`src/rtl/rom_arb_pkg.sv`:
```
// Shared constants, port-select encoding and the address range check for rom_arb.
package rom_arb_pkg;

  localparam int ROM_WORDS_DEF  = 4096;
  localparam int STARVE_MAX_DEF = 4;
  localparam int CNT_W          = 3;
  localparam int NUM_PORTS      = 2;
  localparam int DATA_W         = 32;
  localparam int WIDX_LSB       = 2;    // word index is addr[31:2]
  localparam int WIDX_W         = 30;

  typedef enum logic [1:0] {
    SEL_NONE = 2'd0,
    SEL_M0   = 2'd1,
    SEL_M1   = 2'd2
  } sel_e;

  // Registered response of one port.
  typedef struct packed {
    logic              vld;
    logic [DATA_W-1:0] data;
    logic              err;
  } rsp_t;

  // An access errors when it is misaligned or its word index is past the ROM end.
  function automatic logic addr_err(input logic [31:0] addr, input int words);
    logic [31:0] widx;
    widx = {2'b00, addr[31:WIDX_LSB]};
    return (widx >= 32'(words)) || (addr[WIDX_LSB-1:0] != 2'b00);
  endfunction

endpackage

```
`src/rtl/rom_arb_prio.sv`:
```
// Two-input fixed-priority arbiter: port 1 wins by default, port 0 is forced
// through after STARVE_MAX consecutive lost cycles.
module rom_arb_prio
  import rom_arb_pkg::*;
#(
  parameter int STARVE_MAX = STARVE_MAX_DEF
) (
  input  logic clk,
  input  logic rst,
  input  logic req0,
  input  logic req1,
  output sel_e sel
);

  localparam logic [CNT_W-1:0] CNT_MAX = CNT_W'(STARVE_MAX);

  logic [CNT_W-1:0] starve_cnt, cnt_nxt;
  logic             force0;

  assign force0 = req0 && (starve_cnt == CNT_MAX);

  // Starvation counter register.
  always_ff @(posedge clk) begin
    if (rst) starve_cnt <= '0;
    else     starve_cnt <= cnt_nxt;
  end

  // Count lost cycles while port 0 waits; any win or dropped request clears it.
  always_comb begin
    cnt_nxt = starve_cnt;
    if (!req0 || sel == SEL_M0) cnt_nxt = '0;
    else if (starve_cnt != CNT_MAX) cnt_nxt = starve_cnt + 1'b1;
  end

  // Grant select; nothing is granted while in reset.
  always_comb begin
    sel = SEL_NONE;
    if (!rst) begin
      if (force0)    sel = SEL_M0;
      else if (req1) sel = SEL_M1;
      else if (req0) sel = SEL_M0;
    end
  end

endmodule

```
`src/rtl/rom_arb.sv`:
```
// Two-port arbiter in front of a shared combinational ROM, one-cycle read latency.
module rom_arb
  import rom_arb_pkg::*;
#(
  parameter int STARVE_MAX = STARVE_MAX_DEF,
  parameter int ROM_WORDS  = ROM_WORDS_DEF
) (
  input  logic        clk,
  input  logic        rst,
  input  logic        m0_req,
  input  logic [31:0] m0_addr,
  output logic        m0_gnt,
  output logic        m0_rvalid,
  output logic [31:0] m0_rdata,
  output logic        m0_err,
  input  logic        m1_req,
  input  logic [31:0] m1_addr,
  output logic        m1_gnt,
  output logic        m1_rvalid,
  output logic [31:0] m1_rdata,
  output logic        m1_err,
  output logic        rom_en,
  output logic [31:0] rom_addr,
  input  logic [31:0] rom_data
);

  sel_e                 sel;
  logic [NUM_PORTS-1:0] gnt;
  logic [31:0]          g_addr;
  logic                 g_err;
  rsp_t [NUM_PORTS-1:0] rsp_q;

  rom_arb_prio #(.STARVE_MAX(STARVE_MAX)) u_prio (
    .clk  (clk),
    .rst  (rst),
    .req0 (m0_req),
    .req1 (m1_req),
    .sel  (sel)
  );

  // Mux the winner onto the ROM; errored or idle cycles keep the ROM quiet.
  always_comb begin
    gnt      = {sel == SEL_M1, sel == SEL_M0};
    g_addr   = gnt[1] ? m1_addr : m0_addr;
    g_err    = addr_err(g_addr, ROM_WORDS);
    rom_en   = (|gnt) && !g_err;
    rom_addr = rom_en ? g_addr : 32'h0;
  end

  // Capture the response for the granted port only; all others read back zero.
  always_ff @(posedge clk) begin
    if (rst) begin
      rsp_q <= '0;
    end else begin
      for (int p = 0; p < NUM_PORTS; p++) begin
        rsp_q[p].vld  <= gnt[p];
        rsp_q[p].data <= (gnt[p] && !g_err) ? rom_data : '0;
        rsp_q[p].err  <= gnt[p] && g_err;
      end
    end
  end

  assign m0_gnt    = gnt[0];
  assign m1_gnt    = gnt[1];
  assign m0_rvalid = rsp_q[0].vld;
  assign m0_rdata  = rsp_q[0].data;
  assign m0_err    = rsp_q[0].err;
  assign m1_rvalid = rsp_q[1].vld;
  assign m1_rdata  = rsp_q[1].data;
  assign m1_err    = rsp_q[1].err;

endmodule

```
`config.mk`:
```
export PLATFORM = sky130hd
export DESIGN_NAME = rom_arb
export DESIGN_NICKNAME = d
export VERILOG_FILES = /design/src/rtl/rom_arb_pkg.sv /design/src/rtl/rom_arb_prio.sv /design/src/rtl/rom_arb.sv
export SDC_FILE = /design/constraint.sdc
export NUM_CORES = 1
export LEC_CHECK = 0
export CAP_MARGIN = 20
export CORE_MARGIN = 2
export CORE_UTILIZATION = 33
export CTS_CLUSTER_DIAMETER = 200
export CTS_CLUSTER_SIZE = 40
export DETAILED_ROUTE_END_ITERATION = 6
export PLACE_DENSITY = 0.89
export SLEW_MARGIN = 40
export SYNTH_ARGS = -nofsm -noshare
export SYNTH_HDL_FRONTEND = slang
export SYNTH_SLANG_ARGS = --single-unit
```
`constraint.sdc`:
```
create_clock -name clk -period 4.2 [get_ports clk]
set_clock_uncertainty 0.15 [all_clocks]
set_input_delay 0.84 -clock clk [delete_from_list [all_inputs] [get_ports clk]]
set_output_delay 0.84 -clock clk [all_outputs]
set_load 0.01 [all_outputs]
```
; Word level (Yosys, flattened, before mapping)
; Cells that the tools add are included.
[totals]
regBits = 71
wordCells = 36
[classes]
addsub = 1
n_lt_le_gt_ge = 1
n_eq_ne = 4
muxes = 6
n_bitwise = 2
n_reduce_logical = 15
[ops]
columns = cell, count
row1 = 32-bit 2-to-1 mux, 2
row2 = "30-bit by 13-bit >= comparator with 1-bit output, second input constant", 1
row3 = 2-bit OR reduction, 4
row4 = 1-bit logical AND, 6
row5 = 2-bit 2-to-1 mux, 3
row6 = "3-bit by 1-bit adder with 3-bit output, second input constant", 1
row7 = "3-bit == test, second input constant", 1
row8 = "3-bit != test, second input constant", 1
row9 = "2-bit by 1-bit == test with 1-bit output, second input constant", 1
row10 = "2-bit == test, second input constant", 1
row11 = 1-bit zero test, 2
row12 = 1-bit logical OR, 2
row13 = 1-bit NOT, 2
row14 = 2-bit nonzero test, 1
row15 = 1-bit 2-to-1 mux, 1

; Logic depth before layout (Yosys ltp)
; Gate-level depths: netlist of run 1.
[logic_depth]
word_depth = 12
ltp_mapped = 13
ltp_nobuf = 10

; Cells and area by module
; Synthesis of run 1 repeated with hierarchy kept, for this count alone.
[hier_totals]
cells_unflattened = 239
hier_area_um2 = 2625.0
[by_module_without_submodules]
columns = mod, n_inst, cells_per_inst, area_per_inst_um2, seq_area_each_um2
row1 = rom_arb, 1, 220, 2454.9, 1361.3
row2 = rom_arb_prio, 1, 19, 170.2, 60.1

; Least setup slack after synthesis of run 1
; OpenSTA, ideal clock, no wires.
[synth_timing]
kind = input-to-output
start = input port rst
end = output port rom_addr[2]
arrival_time_ns = 2.866
t_required_ns = 3.210
path_slack_ns = 0.344
stages = 9
n_path_buf = 2
cell_sequence = nand2b_1 -> a21o_1 -> ha_1 -> buf_6 -> nor4_2 -> nand4_1 -> a221oi_4 -> buf_4 -> nor3b_1
[synth_between]
elab_chain_len = 8
[synth_rtl]
columns = element, line_no
row1 = from (decl), rom_arb.sv:9  ; input logic rst,
row2 = 2-bit 2-to-1 mux (*), rom_arb_prio.sv:38  ; if (!rst) begin
row3 = 2-bit == test (*), rom_arb.sv:43  ; gnt = {sel == SEL_M1, sel == SEL_M0};
row4 = named net m1_gnt, rom_arb.sv:18  ; output logic m1_gnt,
row5 = 32-bit 2-to-1 mux, rom_arb.sv:44  ; g_addr = gnt[1] ? m1_addr : m0_addr;
row6 = 30-bit by 13-bit >= comparator with 1-bit output or 2-bit nonzero test (tied branches), rom_arb_pkg.sv:29  ; return (widx >= 32'(words)) || (addr[WIDX_LSB-1:0] != 2'b00);
row7 = 1-bit logical OR, rom_arb_pkg.sv:29
row8 = 1-bit zero test, rom_arb.sv:46  ; rom_en = (|gnt) && !g_err;
row9 = 1-bit logical AND, rom_arb.sv:46
row10 = 32-bit 2-to-1 mux (*), rom_arb.sv:47  ; rom_addr = rom_en ? g_addr : 32'h0;
row11 = to (decl), rom_arb.sv:23  ; output logic [31:0] rom_addr,
; Mark *: on every way through the listed nets, which the timed path passes. The rest lies on a longest branch.

; Worst setup path in the final report of run 1
[layout_timing]
start = input port m0_req
end = output port rom_addr[9]
[layout_between]
elab_chain_len = 11
[layout_rtl]
columns = element, line_no
row1 = from (decl), rom_arb.sv:10  ; input logic m0_req,
row2 = 1-bit 2-to-1 mux, rom_arb_prio.sv:41  ; else if (req0) sel = SEL_M0;
row3 = 2-bit 2-to-1 mux, rom_arb_prio.sv:40  ; else if (req1) sel = SEL_M1;
row4 = 2-bit 2-to-1 mux (*), rom_arb_prio.sv:39  ; if (force0) sel = SEL_M0;
row5 = 2-bit 2-to-1 mux (*), rom_arb_prio.sv:38
row6 = 2-bit == test, rom_arb.sv:43
row7 = 32-bit 2-to-1 mux, rom_arb.sv:44
row8 = 30-bit by 13-bit >= comparator with 1-bit output or 2-bit nonzero test (tied branches), rom_arb_pkg.sv:29
row9 = 1-bit logical OR, rom_arb_pkg.sv:29
row10 = 1-bit zero test, rom_arb.sv:46
row11 = 1-bit logical AND, rom_arb.sv:46
row12 = 32-bit 2-to-1 mux (*), rom_arb.sv:47
; Every way passes the cells marked *; elsewhere a longest branch is shown, timed or not.

==> results of run 1 <==
-- cells in the mapped netlist (2+ instances only) --
library cell / instances
nand3_1: 2
buf_6: 3
nor4_1: 6
clkbuf_2: 5
nand4_1: 2
a21oi_1: 2
mux2i_1: 12
clkbuf_1: 8
and3_1: 64
nand2_1: 4
nor2b_1: 5
ha_1: 4
nor2_1: 5
nor3_1: 3
nor3b_1: 3
dfxtp_1: 71
inv_1: 4
buf_4: 21
nor3b_2: 9
-- power breakdown --
| group | leakage (nW) | internal (W) | switching, W |
|---|---|---|---|
| sequential | 0.572 | 0.000675 | 0.00000125 |
| combinational | 1.39 | 0.000102 | 0.0000538 |
| clock | 0.104 | 0.000339 | 0.000256 |
| total | 2.06 | 0.00112 | 0.000311 |
-- layer usage --
metal,up-vias,wire length [µm]
met1,1066,2832
li1,1175,-
met4,0,101
met2,133,4009
met3,9,583
met5,-,0
-- cells in the final DEF, fill, tap and decap left out --
cell | netlist | final
nor2b_4 | 0 | 1
nand2b_1 | 1 | 1
inv_6 | 0 | 2
conb_1 | 1 | 20
buf_4 | 21 | 11
ha_1 | 4 | 3
nor3b_2 | 9 | 12
nor3_1 | 3 | 3
xnor2_1 | 1 | 1
buf_12 | 0 | 1
mux2i_1 | 12 | 12
buf_2 | 0 | 7
nor2_1 | 5 | 5
clkbuf_8 | 0 | 9
a21oi_1 | 2 | 2
nand3_1 | 2 | 2
and3_1 | 64 | 64
dfxtp_1 | 71 | 71
nand3b_1 | 1 | 1
clkdlybuf4s50_1 | 0 | 168
nor2b_2 | 0 | 1
bufinv_16 | 0 | 2
clkbuf_1 | 8 | 1
a221oi_4 | 1 | 1
inv_1 | 4 | 4
nor4_1 | 6 | 6
nor4_4 | 0 | 1
nand4_1 | 2 | 2
nor2b_1 | 5 | 3
nand2_1 | 4 | 4
nor4b_2 | 0 | 1
a21o_1 | 1 | 1
clkbuf_16 | 0 | 1
clkbuf_2 | 5 | 6
ha_4 | 0 | 1
clkinvlp_4 | 0 | 2
or2_2 | 1 | 1
dlygate4sd2_1 | 0 | 1
-- logic make-up after synthesis --
kind of cell	share of synthesized area (%)
and+or+nand+nor	27.30
DFF	54.12
buffers and inverters	9.957
muxes	4.574
adders and majority gates	1.906
AOI/OAI and AO/OA	1.668
other	0.1428
xor gates and xnor gates	0.3336
-- sequential cells by signal, summed over array words and instances, names as in the netlist --
| name | flops |
|---|---|
| m0_err | 1 |
| m0_rvalid | 1 |
| m0_rdata | 32 |
| m1_rvalid | 1 |
| m1_rdata | 32 |
| m1_err | 1 |
| u_prio.starve_cnt | 3 |
-- through the flow --
stage	total power, W	TNS (ns)
after detailed placement	0.0008431	-5.713
after global placement	0.0008403	-4.245
after CTS	0.001438	0
final	0.001427	0
after global routing	0.001483	-0.01288
after floorplan	0.0007462	0
-- path summary, 6_finish.rpt --
path	start	end	slack, ns	depth (start not counted)
max	m0_req	rom_addr[9]	0.15	11
max reg2reg	u_prio.starve_cnt[0]	m0_rdata[9]	1.10	13
min	u_prio.starve_cnt[1]	u_prio.starve_cnt[1]	0.35	2
min reg2reg	u_prio.starve_cnt[1]	u_prio.starve_cnt[1]	0.35	2
-- cell type report --
type                            count  area, µm²
Timing Repair Buffer              195       1883
Fill cell                         645       2993
Multi-Input combinational cell    149       1067
Tap cell                          102      127.6
Clock inverter                      6      92.59
Clock buffer                       10      127.6
Sequential cell                    71       1421
Inverter                            4      15.01
-- worst max-delay path: stages --
cell             delay (ns)
clkdlybuf4s50_1        0.48
nand3_1                0.09
nand3b_1               0.11
inv_1                  0.07
ha_4                   0.18
nor4_4                 0.14
nand4_1                0.18
a221oi_4               0.42
clkbuf_16              0.21
nor3b_2                0.16
clkbuf_2               0.16
-- timing repair --
| action | 4_1_cts | 5_1_grt |
|---|---|---|
| pin swaps | 3 | 5 |
| hold buffers | 0 | 0 |
| setup endpoints to repair | 13 | 13 |
| gates cloned | 0 | 1 |
| setup buffers | 1 | 2 |
| endpoints found under the hold margin | 0 | 0 |
| resized for setup | 26 | 28 |
==> out/qor.csv, run 1 <==
metric,value,unit
run_status,finished clean,
dp_cells,517,
ios,203,
ys_ff_latch,71,
grt_max_degree,39,
area_growth,80.28,%
synth.area.top_cells,"dfxtp_1 (54%), and3_1 (15%), buf_4 (6.0%)",
vias,2383,
coreArea,7727,µm²
grtUsageMet2,31.82,%
min_period_over_period,96.39,%
fin_hold_ws,0.3538,ns
fin_crit,4.049,ns
power_density,301.5,nW/µm²
finalSetupViolCount,0,
dieArea,8688,µm²
dp_hpwl,5762,µm
hold_path_class,flip-flop to flip-flop,
utilization,61.27,%
clock_latency,0.33,ns
grtUsageTotal,16.68,%
synth_top_area_share,54.12,%
port_buffers,182,
p_leak,2.063,nW
yosysTopAreaCell,dfxtp_1,
critical_path_class,primary input to output pin,
cp.required,3.21,ns
gr-total-overflow,0,
placed_area,4491,µm²
maxSlewViolCount,0,
slew_headroom,57.05,%
syn_inst,242,
cts_root_buffer,clkbuf_8,
use_met3,5.399,%
worst_pin_slew,0.6429,ns
grt_pass1_wl,11070,µm
htreeDepth,3,
rows,32,
synth.avg_cell_area,10.85,µm²
drive_gt1_share,13.79,%
antenna_found_initial,0,
yosysWarnings,0,
end_kind,output pin,
cts.sinks,71,
die_h,93.21,µm
top_usage_layer,met2,
wl,7526,µm
fmax,247.0,MHz
wl_per_cell,14.01,µm
syn_area,2626,µm²
synth_cell_type_count,28,
fin_area,4735,µm²
use_met1,17.14,%
ys_seq_area_share,54.12,%
die_x,93.21,µm
numCtsBuffers,9,
drtIter0Drc,60,
start_kind,primary input,
synth_edf_count,0,
fin_cells,537,
worstPathArrival,3.06,ns
gp_congestion,0.7123,
start_util,33.99,%
critPathMaxFanout,7,
cts_tree,yes,
drc,0,
hold_violations,0,
ir_drop,167.6,µV
clk_pin_slew_worst_paths,0.07,ns
antenna_cells,0,
postRouteAntennaNets,0,
first_global_vias,2264,
max-cap-violations,0,
async_flop_share,0,%
post-place-ws,-0.4876,ns
clockBufferDepth,2,
nNetsFinal,534,
drtPass1Iterations,6,
viasPerCell,4.438,
setup_ws,0.1515,ns
ys.flop_type,dfxtp_1,
Note: power is estimated with default switching activity, not from simulation.
==> run 2, diff against run 1 <==
CORE_UTILIZATION = 36   (was 33)
GPL_TIMING_DRIVEN = 0   (was default)
PLACE_DENSITY = 0.95   (was 0.89)
clock period = 5 ns   (was 4.2 ns; I/O delays follow)
==> run 2 against run 1 <==
Count of clock-buffer cells in the layout is the same. Critical path type unchanged. Largest power group unchanged. Non-clock buffer count grew 27. Hold slack gained 0.0068 ns. Wire length grew 9.9%. Cell area grew 2.9%. Global-route usage grew 3.5 points. Final cell count grew 4.5%.
==> out/qor.csv, run 2 (synthesis gave the netlist of run 1 again) <==
metric,value,unit
run_status,finished clean,
worstPathArrival,3.61,ns
max-cap-violations,0,
grt_pass1_wl,12020,µm
fmax,210.0,MHz
worst_pin_slew,0.6398,ns
antenna_cells,0,
final.setup.tns,0,ns
drtPass1Iterations,4,
wl,8268,µm
ir_drop,109.7,µV
grtUsageTotal,20.13,%
die_h,89.41,µm
critical_path_class,primary input to output pin,
power_density,240.7,nW/µm²
end_kind,output pin,
wl_met1,2867,µm
finalSetupViolCount,0,
gp_congestion,0.8185,
numCtsBuffers,9,
cp.required,3.85,ns
hold_violations,0,
wl_met3,601,µm
clock_latency,0.34,ns
first_global_vias,2492,
htreeDepth,3,
grt_max_degree,14,
critPathMaxFanout,10,
dp_hpwl,6652,µm
slew_headroom,57.34,%
final_cell_mix,"clkdlybuf4s50_1 (168), dfxtp_1 (71), and3_1 (64)",
antenna_found_initial,0,
drc,0,
clk_pin_slew_worst_paths,0.07,ns
viasPerCell,4.503,
wl_per_cell,14.74,µm
route.met2.wl,4668,µm
fin_crit,4.763,ns
placed_area,4643,µm²
vias,2526,
port_buffers,182,
cts_root_buffer,clkbuf_8,
cts.sinks,71,
gr-total-overflow,0,
nNetsFinal,561,
final_common_cell,clkdlybuf4s50_1,
postRouteAntennaNets,0,
clockBufferDepth,2,
fin_area,4870,µm²
coreArea,7176,µm²
p_leak,2.187,nW
dieArea,7994,µm²
grt_setup_unrepaired,false,
ios,203,
min_period_over_period,95.25,%
start_kind,primary input,
drive_gt1_share,14.50,%
maxUsedRoutingLayer,met4,
die_x,89.41,µm
p_total,0.001172,W
start_util,36.60,%
cts_tree,yes,
area_growth,85.42,%
rows,31,
maxSlewViolCount,0,
hold_path_class,flip-flop to flip-flop,
drtIter0Drc,53,
[run 2: what timing repair did]
action / 4_1_cts / 5_1_grt
hold buffers: 0 / 0
endpoints found under the setup margin: 13 / 13
setup buffers: 3 / 0
gates resized for setup: 14 / 17
pin swaps: 3 / 2
[run 2: final cells by class]
class / instances / area, µm²
plain buffers: 37 / 246.5
repair buffers: 185 / 1818
multi-input cells: 149 / 1040
flip-flops and latches: 71 / 1421
clock inverters: 6 / 67.56
well taps: 99 / 123.9
clock buffers: 10 / 137.6
fillers: 519 / 2306
inverters: 4 / 15.01
[run 2: per-layer routing]
metal | up-vias | track usage (%)
met5 | - | 0
met2 | 136 | 39.60
li1 | 1227 | -
met3 | 8 | 5.448
met4 | 0 | 7.327
met1 | 1155 | 19.86
[run 2: worst paths after layout]
path                              from                   end  slack, ns  cells past startpoint
hold reg to reg   u_prio.starve_cnt[1]  u_prio.starve_cnt[1]       0.36                      2
setup / recovery                m0_req          rom_addr[10]       0.24                     12
hold / removal    u_prio.starve_cnt[1]  u_prio.starve_cnt[1]       0.36                      2
setup reg to reg  u_prio.starve_cnt[0]           m1_rdata[8]       1.91                     13
[run 2: power by group]
group / internal, W / switching, W / leakage [nW]
logic: 0.0000927 / 0.0000477 / 1.52
registers: 0.000567 / 0.00000110 / 0.572
clock network: 0.000246 / 0.000218 / 0.0993
[run 2: worst max-delay path: stages]
cell and delay (ns):
clkdlybuf4s50_1 0.48, nand2b_1 0.07, a21o_1 0.17, ha_1 0.22, buf_6 0.15, nor4_4 0.27
nand4_1 0.18, a221oi_4 0.36, buf_6 0.15, buf_6 0.10, nor3b_2 0.14, dlygate4sd2_1 0.30
[run 2: stage by stage]
step,hold slack [ns],utilization (%),setup WS (ns),std cells
floorplan,0.3203,-,0.8238,261
global placement,0.3332,64.71,-0.3761,542
detailed placement,0.3479,64.71,-0.4080,542
CTS,0.3603,67.74,0.01510,561
global route,0.3797,67.86,0.02230,561
finish,0.3605,67.86,0.2373,561
==> run 3, diff against run 2 <==
GPL_TIMING_DRIVEN = default   (was 0)
==> run 3 against run 2 <==
Die area is the same. Clock power increased by 21%. Final cell count decreased by 6.2%. Cell area down 2.5%. Critical path type unchanged. Non-clock buffer count decreased by 35. Fmax is 0.20% lower. Sequential power about the same. Flip-flop and latch count did not move. Setup slack worse by 0.0098 ns.
==> out/qor.csv, run 3 (synthesis gave the netlist of run 1 again) <==
metric,value,unit
gp_congestion,0.7332,
worst-path-buf-inv,3,
port_buffers,182,
p_sw,0.0002684,W
die_x,89.41,µm
worst_pin_slew,0.6360,ns
p_total,0.001256,W
gr-total-overflow,0,
postRouteAntennaNets,0,
start_kind,primary input,
cts_tree,yes,
drive_gt1_share,8.431,%
dieArea,7994,µm²
cts.sinks,71,
final_cell_mix,"clkdlybuf4s50_1 (170), dfxtp_1 (71), and3_1 (64)",
critPathMaxFanout,15,
antenna_found_initial,0,
drc,0,
htreeDepth,3,
worstPathArrival,3.62,ns
dp_hpwl,5752,µm
fin_area,4746,µm²
dp_cells,510,
final.setup.tns,0,ns
min_period_over_period,95.45,%
fin_cells,526,
slowest_stage,clkdlybuf4s50_1,
fin_hold_ws,0.3582,ns
antenna_cells,0,
power_density,264.7,nW/µm²
placed_area,4462,µm²
vias,2360,
drtPass1Iterations,4,
cts_root_buffer,clkbuf_8,
hold_violations,0,
wl,7403,µm
slew_headroom,57.51,%
hold_path_class,flip-flop to flip-flop,
area_growth,80.71,%
cp.required,3.85,ns
ir_drop,157.8,µV
clockBufferDepth,2,
multiInputGateArea,1036,µm²
start_util,36.60,%
rows,31,
critical_path_class,primary input to output pin,
maxSlewViolCount,0,
grt_pass1_wl,10430,µm
max-cap-violations,0,
path_cells,"clkdlybuf4s50_1, nand2b_1, a21o_1, ha_1, nor4_2, nand4_1, a221oi_4, buf_12, nor3b_2, clkdlybuf4s50_1",
ios,203,
fill_cells,543,
max_stage_delay,0.56,ns
fin_crit,4.772,ns
clock_latency,0.33,ns
drtIter0Drc,51,
grtUsageTotal,17.37,%
crit_family,buffers and inverters,
die_h,89.41,µm
p_leak,2.219,nW
hold_buffers,0,
nNetsFinal,526,
grt_max_degree,46,
grt_setup_unrepaired,false,
end_kind,output pin,
ff_latch_area,1421,µm²
first_global_vias,2194,
coreArea,7176,µm²
finalSetupViolCount,0,
viasPerCell,4.487,
seq_power_share,45.2,%
final_common_cell,clkdlybuf4s50_1,
run_status,finished clean,
p_int,0.0009880,W
swShare,21.36,%
wl_per_cell,14.07,µm
clk_pin_slew_worst_paths,0.08,ns
numCtsBuffers,9,
p_comb_share,10.1,%
cp_common_cell,clkdlybuf4s50_1,
power.share.clock,44.8,%
fmax,209.5,MHz
[run 3: changes by cell type in the layout (fill, tap and decap cells not counted), sizes merged]
cell and change:
clkdlybuf4s50 +2, dlymetal6s2s +10, clkinvlp -2, clkdlybuf4s15 -2, dlygate4sd2 -6, bufinv +2
buf -22, clkbuf -18, inv +1
[run 3: final cells by class]
type                            instances  share of cell area [%]
Inverter                                4                  0.3164
Clock inverter                          7                   2.689
Clock buffer                            9                   2.610
Tap cell                               99                   2.610
Multi-Input combinational cell        149                   21.83
Sequential cell                        71                   29.95
Timing Repair Buffer                  187                   39.99
[run 3: worst min-delay path, delay by kind of cell (launching register included)]
kind               cells  cell delay (ns)
and+or+nand+nor        1             0.08
DFF                    1             0.33
AOI/OAI and AO/OA      1             0.05
[run 3: power by group through the flow]
stage	registers, W	logic [W]	clock network (W)
after detailed placement	0.000581	0.000126	0
after global routing	0.000568	0.000137	0.000595
after CTS	0.000568	0.000126	0.000573
after floorplan	0.000581	0.0000453	0
after global placement	0.000581	0.000123	0
final	0.000568	0.000126	0.000562
[run 3: worst paths after layout]
kind                         from                   end  slack (ns)  cells after the start
min          u_prio.starve_cnt[1]  u_prio.starve_cnt[1]        0.36                      2
min reg2reg  u_prio.starve_cnt[1]  u_prio.starve_cnt[1]        0.36                      2
max reg2reg  u_prio.starve_cnt[0]           m0_rdata[4]        2.07                     11
max                        m0_req           rom_addr[6]        0.23                     10
[run 3: metrics by stage]
stage | util [%] | setup slack [ns]
2_1_floorplan | - | 0.8238
3_3_place_gp | 62.04 | 0.08951
3_5_place_dp | 62.18 | -0.08316
4_1_cts | 65.67 | 0.1033
5_1_grt | 66.14 | 0.0003930
6_report | 66.14 | 0.2276
[run 3: routing by layer]
layer	global-route usage [%]	wire [µm]	part of all wire, %	up-vias
li1	-	-	-	1157
met1	17.99	2615	35	1064
met2	31.92	3992	54	130
met3	6.002	686	9.3	9
met4	6.920	108	1.5	0
met5	0	0	0	-
[run 3: timing repair]
action | CTS | global route
setup buffers | 0 | 0
pin swaps | 0 | 2
resized for setup | 1 | 12
setup endpoints to repair | 13 | 12
hold endpoints to repair | 0 | 0
